## src/rtl/mem_port_arbiter.sv

```systemverilog
// ---------------------------------------------------------------------------
// mem_port_arbiter
//   Shares one single-port unified instruction/data memory between the IF-stage
//   fetch port and the MEM-stage load/store port. One access is in flight at a
//   time. Data wins over fetch, but only for MAX_D_RUN consecutive grants while
//   a fetch is waiting. A watchdog aborts any access that sees no mem_ready for
//   TIMEOUT cycles and raises a sticky bus_err.
//
// Ports
//   clk, reset            rising-edge clock, asynchronous active-high reset
//   if_req/if_addr        fetch request (level, held until if_done)
//   if_done/if_rdata      one-cycle completion pulse and registered fetch data
//   dm_req/dm_we/dm_addr/dm_wdata
//                         load/store request (level, held until dm_done)
//   dm_done/dm_rdata      one-cycle completion pulse and registered load data
//   mem_req/mem_we/mem_addr/mem_wdata
//                         memory strobe and access fields (stable until ready)
//   mem_rdata/mem_ready   memory read data and access-complete handshake
//   stall_if/stall_mem    combinational stalls: request pending and not done
//   bus_err               sticky timeout flag, cleared only by reset
// ---------------------------------------------------------------------------
module mem_port_arbiter #(
    parameter int AW        = 32,
    parameter int DW        = 32,
    parameter int MAX_D_RUN = 4,
    parameter int TIMEOUT   = 255
) (
    input  logic          clk,
    input  logic          reset,
    input  logic          if_req,
    input  logic [AW-1:0] if_addr,
    output logic          if_done,
    output logic [DW-1:0] if_rdata,
    input  logic          dm_req,
    input  logic          dm_we,
    input  logic [AW-1:0] dm_addr,
    input  logic [DW-1:0] dm_wdata,
    output logic          dm_done,
    output logic [DW-1:0] dm_rdata,
    output logic          mem_req,
    output logic          mem_we,
    output logic [AW-1:0] mem_addr,
    output logic [DW-1:0] mem_wdata,
    input  logic [DW-1:0] mem_rdata,
    input  logic          mem_ready,
    output logic          stall_if,
    output logic          stall_mem,
    output logic          bus_err
);

    localparam int RUN_W = $clog2(MAX_D_RUN + 1);
    localparam int TO_W  = $clog2(TIMEOUT + 1);

    typedef enum logic [1:0] {IDLE, GNT_I, GNT_D} state_t;

    state_t           state, state_nxt;
    logic [RUN_W-1:0] run_cnt;
    logic [TO_W-1:0]  to_cnt;
    logic             if_elig, dm_elig, abort;

    // A requester is not eligible in its own done cycle: its req is still
    // high there, and regranting would repeat the access it just finished.
    assign if_elig = if_req & ~if_done;
    assign dm_elig = dm_req & ~dm_done;

    // Last silent cycle before the watchdog count would reach TIMEOUT.
    assign abort = (state != IDLE) && !mem_ready && (to_cnt == TO_W'(TIMEOUT - 1));

    // ---------------- state register ----------------
    // NOTE: sequential state uses non-blocking (<=) so every register samples
    // pre-edge values; blocking here would create order-dependent races.
    always_ff @(posedge clk or posedge reset) begin
        if (reset) state <= IDLE;
        else       state <= state_nxt;
    end

    // ---------------- next-state logic ----------------
    // NOTE: state_nxt gets a default before the case so no path leaves it
    // unassigned; a missing default would infer a latch.
    always_comb begin
        state_nxt = state;
        case (state)
            IDLE: begin
                if (dm_elig && (!if_elig || run_cnt < RUN_W'(MAX_D_RUN))) state_nxt = GNT_D;
                else if (if_elig)                                           state_nxt = GNT_I;
            end
            GNT_I, GNT_D: begin
                if (mem_ready || abort) state_nxt = IDLE;
            end
            default: state_nxt = IDLE;
        endcase
    end

    // ---------------- outputs ----------------
    // mem_req comes straight from the state register, so an async reset
    // drops it immediately.
    always_comb begin
        mem_req   = (state != IDLE);
        stall_if  = if_req & ~if_done;
        stall_mem = dm_req & ~dm_done;
    end

    // ---------------- access datapath ----------------
    // NOTE: every register here is a plain flop (no RAM array), so all of
    // them take the async reset value.
    always_ff @(posedge clk or posedge reset) begin
        if (reset) begin
            mem_we    <= 1'b0;
            mem_addr  <= '0;
            mem_wdata <= '0;
            if_done   <= 1'b0;
            dm_done   <= 1'b0;
            if_rdata  <= '0;
            dm_rdata  <= '0;
            bus_err   <= 1'b0;
            run_cnt   <= '0;
            to_cnt    <= '0;
        end else begin
            if_done <= 1'b0;
            dm_done <= 1'b0;
            case (state)
                IDLE: begin
                    if (state_nxt == GNT_D) begin
                        mem_we    <= dm_we;
                        mem_addr  <= dm_addr;
                        mem_wdata <= dm_wdata;
                        to_cnt    <= '0;
                        // Count only data grants that actually held off a fetch.
                        if (!if_req)                             run_cnt <= '0;
                        else if (run_cnt != RUN_W'(MAX_D_RUN))   run_cnt <= run_cnt + 1'b1;
                    end else if (state_nxt == GNT_I) begin
                        mem_we   <= 1'b0;
                        mem_addr <= if_addr;
                        to_cnt   <= '0;
                        run_cnt  <= '0;
                    end
                end
                GNT_I: begin
                    if (mem_ready) begin
                        if_rdata <= mem_rdata;
                        if_done  <= 1'b1;
                    end else if (abort) begin
                        if_rdata <= '0;
                        if_done  <= 1'b1;
                        bus_err  <= 1'b1;
                    end else begin
                        to_cnt <= to_cnt + 1'b1;
                    end
                end
                GNT_D: begin
                    if (mem_ready) begin
                        // Stores leave the last load data visible.
                        if (!mem_we) dm_rdata <= mem_rdata;
                        dm_done <= 1'b1;
                    end else if (abort) begin
                        dm_rdata <= '0;
                        dm_done  <= 1'b1;
                        bus_err  <= 1'b1;
                    end else begin
                        to_cnt <= to_cnt + 1'b1;
                    end
                end
                default: ;
            endcase
        end
    end

endmodule
```

## config.mk

```make
export PLATFORM = sky130hd
export DESIGN_NAME = mem_port_arbiter
export DESIGN_NICKNAME = d
export VERILOG_FILES = /design/src/rtl/mem_port_arbiter.sv
export SDC_FILE = /design/constraint.sdc
export NUM_CORES = 1
export LEC_CHECK = 0
export CORE_AREA = 5 5 149 116
export CTS_CLUSTER_SIZE = 28
export DETAILED_ROUTE_END_ITERATION = 7
export DIE_AREA = 0 0 154 121
export DONT_BUFFER_PORTS = 1
export SYNTH_ARGS = -nofsm -noshare
export SYNTH_HDL_FRONTEND = slang
export SYNTH_SLANG_ARGS = --single-unit
```

## constraint.sdc

```tcl
create_clock -name clk -period 11.3 [get_ports clk]
set_input_delay 1.695 -clock clk [delete_from_list [all_inputs] [get_ports clk]]
set_output_delay 1.695 -clock clk [all_outputs]
set_load 0.005 [all_outputs]
```

Yosys cells after proc, flatten, opt, wreduce, memory -nomap -nowiden --
Index checks and enable logic that the tools add are counted.
Storage, ports and cells: latch bits 0, register bits 145, output and inout port bits 135, logic and storage cells 75, memories 0, memory bits (writable) 0, ROM bits 0, bits of input ports 134
Operators by class: eq/ne operators 11, add/sub/neg operators 2, magnitude comparators 1, multipliers 0, shift operators 0, bitwise logic cells 5, reductions and logical operators 20, multiplexer cells 25, divide/modulo/power cells 0
Operator list (number):
- 2-to-1 mux 32 bit | 6
- 2-to-1 mux 8 bit | 4
- one-hot mux 8 bit (2 select lines) | 1
- 2-to-1 mux 3 bit | 4
- AND reduction 3 bit | 3
- adder 8 x 1 -> 8 bit (second input constant) | 1
- == test 8 bit (second input constant) | 1
- nonzero test 2 bit | 4
- 2-to-1 mux 1 bit | 6
- 2-to-1 mux 2 bit | 3
- != test 2 bit (second input constant) | 3
- != test 3 bit (second input constant) | 2
- AND reduction 2 bit | 3
- == test 2 x 1 -> 1 bit (second input constant) | 2
- == test 2 bit (second input constant) | 2
- one-hot mux 2 bit (2 select lines) | 1
- AND reduction 4 bit | 1
- adder 3 x 1 -> 3 bit (second input constant) | 1
- logical AND 1 bit | 3
- less-than comparator 3 bit (second input constant) | 1
- != test 3 x 2 -> 1 bit (second input constant) | 1
- inverter 1 bit | 3
- AND 1 bit | 2
- zero test 1 bit | 2
- 3 further kinds | 4

Logic depth before layout (Yosys ltp) --
Gate-level depths: netlist of the first run.
depth after elaboration 11, mapped depth 14, gate-level depth less buffers 11

Worst setup path before layout of the first run --
Ideal clock, no wire load.
kind in2reg, start point input port if_req, end point register to_cnt[4], required time 11.221 ns, setup time 0.079 ns, buffers on the path 2, stages on the path 11, data arrival time 3.648 ns, setup slack 7.573 ns, path through nor2b_1 -> a21boi_0 -> o21ai_0 -> a21o_1 -> ha_1 -> and2_4 -> buf_6 -> a21o_1 -> buf_6 -> nor4_2 -> mux2i_1
Between the ends: cells in the longest elaborated chain, start to end 9, elaborated cells between the ends (all ways) 13, those cells by class eq/ne: 3; mux: 5; bitwise: 1; reduce/logical: 4
RTL lines:
- from (decl) | RTL line 30 | input logic if_req,
- AND 1 bit * | RTL line 63 | assign if_elig = if_req & ~if_done;
- zero test 1 bit | RTL line 84 | if (dm_elig && (!if_elig || run_cnt < RUN_W'(MAX_D_RUN))) state_nxt = GNT_D;
- logical OR 1 bit | RTL line 84
- logical AND 1 bit | RTL line 84
- 2-to-1 mux 2 bit * | RTL line 84
- one-hot mux 2 bit (2 select lines) * | RTL line 82 | case (state)
- == test 2 bit / == test 2 x 1 -> 1 bit (equally long branches) | RTL line 123, 131
- != test 3 bit (no line) / 2-to-1 mux 8 bit (equally long branches)
- AND reduction 4 bit (no line) / one-hot mux 8 bit (2 select lines) (equally long branches)
- to (signal assigned) | RTL line 147 | to_cnt <= to_cnt + 1'b1;
- to (signal assigned) | RTL line 160 | to_cnt <= to_cnt + 1'b1;
- to (decl) | RTL line 58 | logic [TO_W-1:0] to_cnt;
Mark *: on every way between the ends. The rest lies on a longest branch, timed or not. A chain may end at the register's enable or synchronous reset.

Worst setup path after layout of the first run --
start point input port dm_req, end point register mem_wdata[10]
Between the ends: cells in the longest elaborated chain, start to end 6
RTL lines:
- from (decl) | RTL line 34 | input logic dm_req,
- AND 1 bit | RTL line 64 | assign dm_elig = dm_req & ~dm_done;
- logical AND 1 bit | RTL line 84
- 2-to-1 mux 2 bit | RTL line 84
- one-hot mux 2 bit (2 select lines) | RTL line 82
- == test 2 bit | RTL line 123 | if (state_nxt == GNT_D) begin
- AND reduction 2 bit (no line)
- to (signal assigned) | RTL line 126 | mem_wdata <= dm_wdata;
- to (decl) | RTL line 43 | output logic [DW-1:0] mem_wdata,
No other way between the ends.

==> results of run 1 <==
power by group through the flow:
stage	combinational [uW]	sequential (uW)	clock, uW
after floorplan	557	896	0
after global placement	590	972	0
after detailed placement	629	974	0
after CTS	626	969	593
after global routing	695	990	616
final	620	961	579
logic make-up (layout without fill, tap and decap cells):
logic type,count (synthesis),count (layout),synth area share [%]
AOI/OAI and AO/OA,127,127,15.7
adders and majority gates,9,9,1.84
DFF,145,145,59.3
buffers and inverters,45,48,4.25
and+or+nand+nor,82,82,7.30
other,0,1,0
muxes,67,67,11.6
worst max-delay path: stages:
cell and delay, ns:
nor2b_1 0.27, a21boi_0 0.17, o21ai_0 0.24, a21o_1 0.15, ha_2 0.88, nand2_1 0.12
buf_4 0.30, mux2_2 0.32
registers in the layout (all words and copies together) (netlist names):
signal	count
run_cnt	3
to_cnt	8
if_done	1
dm_rdata	32
bus_err	1
dm_done	1
mem_addr	32
mem_we	1
if_rdata	32
mem_wdata	32
state	2
synth_stat cells, drive strengths merged, types with 2 or more instances:
master and number:
mux2 32, nand2b 4, nand3 3, a21o 3, nand4 3, and2 4, or4 3, o21bai 2
nor4 2, buf 22, nor3 5, mux2i 35, clkbuf 11, a21oi 4, nor2 5, nor2b 5
inv 12, o211ai 3, o21ai 42, a22o 64, ha 9, nand4b 2, dfrtp 145, nand2 45
layout make-up:
type / instances / area, um2 / share of cell area [%]
flip-flops and latches: 145 / 3630 / 53.2
multi-input cells: 285 / 2240 / 32.8
inverters: 12 / 50.0 / 0.733
repair buffers: 5 / 37.5 / 0.550
well taps: 210 / 263 / 3.85
clock buffers: 17 / 425 / 6.23
clock inverters: 14 / 179 / 2.62
diodes: 1 / 2.50 / 0.0367
worst min path at each step:
| stage | slack (ns) | cells after the start | end |
|---|---|---|---|
| after floorplan | 0.45 | 1 | bus_err |
| after global placement | 0.49 | 2 | run_cnt[1] |
| after detailed placement | 0.51 | 2 | run_cnt[1] |
| after CTS | 0.52 | 2 | run_cnt[1] |
| after global routing | 0.54 | 1 | bus_err |
| final | 0.52 | 2 | mem_addr[1] |
metal layers:
metal / track usage (%) / vias to the layer above / wire length [um]
met5: 0 / - / 13
met4: 4.74 / 2 / 143
met3: 7.88 / 13 / 1880
met2: 25.8 / 207 / 7440
met1: 18.6 / 1934 / 5680
li1: - / 1701 / -
stage by stage:
stage	hold WS, ns	cell area, um2
after floorplan	0.451	6120
after global placement	0.493	6220
after detailed placement	0.510	6220
after CTS	0.523	6820
after global routing	0.543	6820
final	0.521	6820
==> flow_metrics.env, run 1 <==
export IMPL_drt_pre_antenna_iters=4
export IMPL_rsz0062_at_grt="no"
export IMPL_r2r_end="mem_wdata[10]"
export IMPL_cts_buffer_depth=2
export IMPL_cts_root_buf="clkbuf_16"
export IMPL_syn_area_um2=6120
export IMPL_synth_top_area_cell="dfrtp_1"
export IMPL_regToRegSetupSlack_ns=7.63
export IMPL_critPathMaxFanout=36
export IMPL_cts_hold_buf=0
export IMPL_hold_path_class="flop to flop"
export IMPL_grt_pass1_wl_um=23400
export IMPL_clock_fmax_mhz=256
export IMPL_num_vias=3857
export IMPL_clock_latency_ns=0.41
export IMPL_hpwl_um=10900
export IMPL_syn_to_final_growth_pct=11.5
export IMPL_cp_endpoint="mem_wdata[10]"
export IMPL_dpl_worst_slack_ns=7.00
export IMPL_mostFrequentLayoutCells="dfrtp_1, a22o_1, nand2_1"
export IMPL_fin_cells=689
export IMPL_p_clk_share_pct=26.8
export IMPL_p_total_uw=2160
export IMPL_hold_violations=0
export IMPL_cp_required_ns=11.59
export IMPL_die_x_um=154
export IMPL_cts_htree_levels=4
export IMPL_core_region_area_um2=15600
export IMPL_wl_per_cell_um=22.0
export IMPL_wl_um=15200
export IMPL_cts_resized=0
export IMPL_fillers=1406
export IMPL_finalCritPeriodShare_pct=34.6
export IMPL_arrival_ns=4.20
export IMPL_first_global_vias=4030
export IMPL_synthFlopType="dfrtp_1"
export IMPL_async_flop_share_pct=100
export IMPL_rows=40
export IMPL_ir_drop_v=0.000119
export IMPL_status="completed"
export IMPL_grt_ovfl_total=0
export IMPL_drt_initial_drc_count=162
export IMPL_dieArea_um2=18600
export IMPL_r2r_cells=9
export IMPL_clock_skew_ns=0.00912
export IMPL_slew_headroom_pct=29.0
export IMPL_p_sw_share_pct=35.3
export IMPL_synth_area_leaders="dfrtp_1, a22o_1, mux2_2"
export IMPL_vias_per_cell=5.60
export IMPL_intPower_uw=1400
export IMPL_crit_type="input pin to flop"
export IMPL_post_synth_top_area_fraction_pct=59.3
export IMPL_avgSynthCellArea_um2=12.9
export IMPL_min_period_ns=3.91
export IMPL_ant_nets=0
export IMPL_setup_slack_ns=7.39
export IMPL_io_buffers=0
export IMPL_synth_warnings=0
export IMPL_setup_viol=0
export IMPL_final_max_slew_violation_count=0
export IMPL_initial_utilization_pct=39.2
export IMPL_setup_tns_ns=0
export IMPL_cts_inserted_buffers=17
export IMPL_crit_start="dm_req"
export IMPL_r2r_start="state[0]"
export IMPL_track_usage_pct=15.9
export IMPL_ios=269
export IMPL_clk_pin_slew_worst_paths_ns=0.06
export IMPL_p_leak_uw=0.00308
export IMPL_syn_nets=618
export IMPL_synth_seq_cells=145
export IMPL_cap_violations=0
export IMPL_postLayoutCoreUtil_pct=43.7
export IMPL_drive_gt1_share_pct=17.4
export IMPL_hold_start="mem_addr[1]"
export IMPL_drc_errors=0
export IMPL_dp_cells=657
export IMPL_gp_congestion=0.808
export IMPL_synthCells=475
export IMPL_fp_dieH_um=121
export IMPL_cp_end_kind="flop"
export IMPL_combPwrFrac_pct=28.7
export IMPL_tightest_slew_ns=1.07
export IMPL_yosysUniqueCellTypes=45
export IMPL_yosysSeqAreaShare_pct=59.3
export IMPL_crit_path_start_kind="input pin"
export IMPL_cts_num_sinks=145
export IMPL_power_density_nw_per_um2=317
export IMPL_final_common_cell="dfrtp_1"
export IMPL_grt_max_degree=82
export IMPL_switching_power_uw=763
export IMPL_post_cts_buffers=0
export IMPL_grt_antenna_before_repair=1
export IMPL_layout_nets=609
export IMPL_cts_tree="done"
export IMPL_synth_edff_count=0
export IMPL_seqPwrFrac_pct=44.5
Power figures use the tool's default switching activity.
==> run 2: changes to the inputs <==
Clock period 11.3 ns to 3.34 ns, I/O delays scaled along.
==> run 2 against run 1 <==
  * Sequential cell count did not move
  * Register-to-register slack got worse by 7.3 ns
  * Clock skew is 0.00077 ns higher
  * Final cell count grew 1.0%
  * Sequential power grew to 3.4 times the previous value
  * Via count shrank 1.1%
  * Critical path type is now flop to flop
==> flow_metrics.env, run 2 (synthesis results as in run 1) <==
export IMPL_status="completed"
export IMPL_rsz0062_at_grt="no"
export IMPL_syn_to_final_growth_pct=13.1
export IMPL_cts_htree_levels=4
export IMPL_grt_util_met2_pct=26.9
export IMPL_finalCritPeriodShare_pct=91.6
export IMPL_min_to="if_rdata[12]"
export IMPL_vias_per_cell=5.48
export IMPL_grt_pass1_wl_um=23600
export IMPL_globalRouteMet3Util_pct=8.31
export IMPL_setup_viol=0
export IMPL_grt_busiest_layer="met2"
export IMPL_initial_utilization_pct=39.2
export IMPL_slowest_delay_ns=0.41
export IMPL_cp_end_kind="flop"
export IMPL_dp_cells=662
export IMPL_crit_type="flop to flop"
export IMPL_ios=269
export IMPL_clock_latency_ns=0.41
export IMPL_r2r_end="to_cnt[4]"
export IMPL_post_cts_buffers=0
export IMPL_clock_skew_ns=0.00989
export IMPL_grt_max_degree=66
export IMPL_drive_gt1_share_pct=18.6
export IMPL_timing_critical_path_mode_cell="ha_2"
export IMPL_drt_initial_drc_count=192
export IMPL_crit_slowest_cell="dfrtp_1"
export IMPL_grt_ovfl_total=0
export IMPL_clk_pin_slew_worst_paths_ns=0.06
export IMPL_hold_violations=0
export IMPL_dieArea_um2=18600
export IMPL_critPathMaxFanout=10
export IMPL_arrival_ns=3.39
export IMPL_tightest_slew_ns=0.508
export IMPL_cp_cell_sequence="inv_1, ha_2, nand4b_4, o21bai_4, o32ai_1, nor2b_1, ha_2, and2_4, a21o_1, nor4_2, mux2i_1"
export IMPL_gp_congestion=0.822
export IMPL_wl_per_cell_um=21.8
export IMPL_crit_path_start_kind="flop"
export IMPL_power_density_nw_per_um2=1060
export IMPL_wl_um=15200
export IMPL_setup_slack_ns=0.282
export IMPL_cts_num_sinks=145
export IMPL_ir_drop_v=0.000445
export IMPL_p_total_uw=7350
export IMPL_p_leak_uw=0.00313
export IMPL_cp_required_ns=3.67
export IMPL_design_area_um2=6920
export IMPL_first_global_vias=4093
export IMPL_regToRegSetupSlack_ns=0.28
export IMPL_mostFrequentLayoutCells="dfrtp_1, a22o_1, nand2_1"
export IMPL_drt_pre_antenna_iters=4
export IMPL_cts_inserted_buffers=17
export IMPL_min_period_ns=3.06
export IMPL_fp_dieH_um=121
export IMPL_slew_headroom_pct=66.1
export IMPL_core_region_area_um2=15600
export IMPL_num_vias=3814
export IMPL_grt_antenna_before_repair=4
export IMPL_dpl_worst_slack_ns=0.218
export IMPL_cts_tree="done"
export IMPL_min_path_cells=1
export IMPL_drc_errors=0
export IMPL_setup_tns_ns=0
export IMPL_ant_nets=0
export IMPL_final_max_slew_violation_count=0
export IMPL_fin_cells=696
export IMPL_hold_start="mem_rdata[12]"
export IMPL_place_area_um2=6290
export IMPL_cts_buffer_depth=2
export IMPL_path_buf_inv=1
export IMPL_r2r_start="state[1]"
export IMPL_layout_nets=615
export IMPL_crit_family="simple AND/OR/NAND/NOR gates"
export IMPL_die_x_um=154
export IMPL_hold_path_class="input pin to flop"
export IMPL_cap_violations=0
export IMPL_clock_fmax_mhz=327
export IMPL_use_met1_pct=18.1
export IMPL_rows=40
export IMPL_cts_root_buf="clkbuf_16"
export IMPL_hpwl_um=11000
export IMPL_final_common_cell="dfrtp_1"
export IMPL_r2r_cells=11
export IMPL_io_buffers=0
export IMPL_track_usage_pct=16.2
==> run 2: cell count changes in the layout (fill, tap and decap cells not counted) <==
| cell | delta |
|---|---|
| inv_6 | -1 |
| dlygate4sd3_1 | +1 |
| buf_4 | +2 |
| ha_1 | -1 |
| ha_2 | +1 |
| clkbuf_8 | +1 |
| buf_12 | +3 |
| clkinvlp_4 | +1 |
==> run 2: final cells by class <==
type	instances	area, um2
fill	1443	8690
antenna	1	2.50
clock inverter	14	179
inverter	12	48.8
clock buffer	18	439
timing repair buffer	11	123
multi-input combinational	285	2240
tap	210	263
sequential	145	3630
==> run 2: worst reg2reg max path: cells and delay by family (launching register included) <==
kind | cells | cell delay (ns)
DFF | 1 | 0.41
AOI/OAI and AO/OA | 3 | 0.64
adders and majority gates | 2 | 0.63
muxes | 1 | 0.24
buffers and inverters | 1 | 0.12
and+or+nand+nor | 4 | 0.93
==> run 2: per-layer routing <==
| layer | part of all wire, % | vias up |
|---|---|---|
| met5 | 0.14 | - |
| li1 | - | 1718 |
| met2 | 50 | 189 |
| met3 | 12 | 18 |
| met1 | 37 | 1883 |
| met4 | 1.0 | 6 |
==> run 2: worst max path at each step <==
stage	startpoint	to	depth (start not counted)
6_report	state[1]	to_cnt[4]	11
5_1_grt	state[1]	to_cnt[6]	11
4_1_cts	state[0]	to_cnt[4]	11
3_5_place_dp	state[0]	to_cnt[4]	11
3_3_place_gp	state[0]	to_cnt[4]	11
2_1_floorplan	state[0]	to_cnt[4]	14
==> run 2: per-stage QoR <==
| step | utilization [%] | hold WS, ns |
|---|---|---|
| 2_1_floorplan | - | 0.451 |
| 3_3_place_gp | 40.3 | 0.333 |
| 3_5_place_dp | 40.3 | 0.336 |
| 4_1_cts | 44.3 | 0.189 |
| 5_1_grt | 44.3 | 0.189 |
| 6_report | 44.3 | 0.218 |
==> run 2: report_power, final <==
group	switching (uW)	internal [uW]	leakage [uW]
logic	1100	1030	0.00102
registers	686	2560	0.00181
clock network	757	1210	0.000300
==> run 2: timing repair <==
action / in CTS / in global routing
hold endpoints to repair: 7 / 0
endpoints found under the setup margin: 0 / 2
gates resized for setup: 0 / 1
hold buffers: 1 / 0
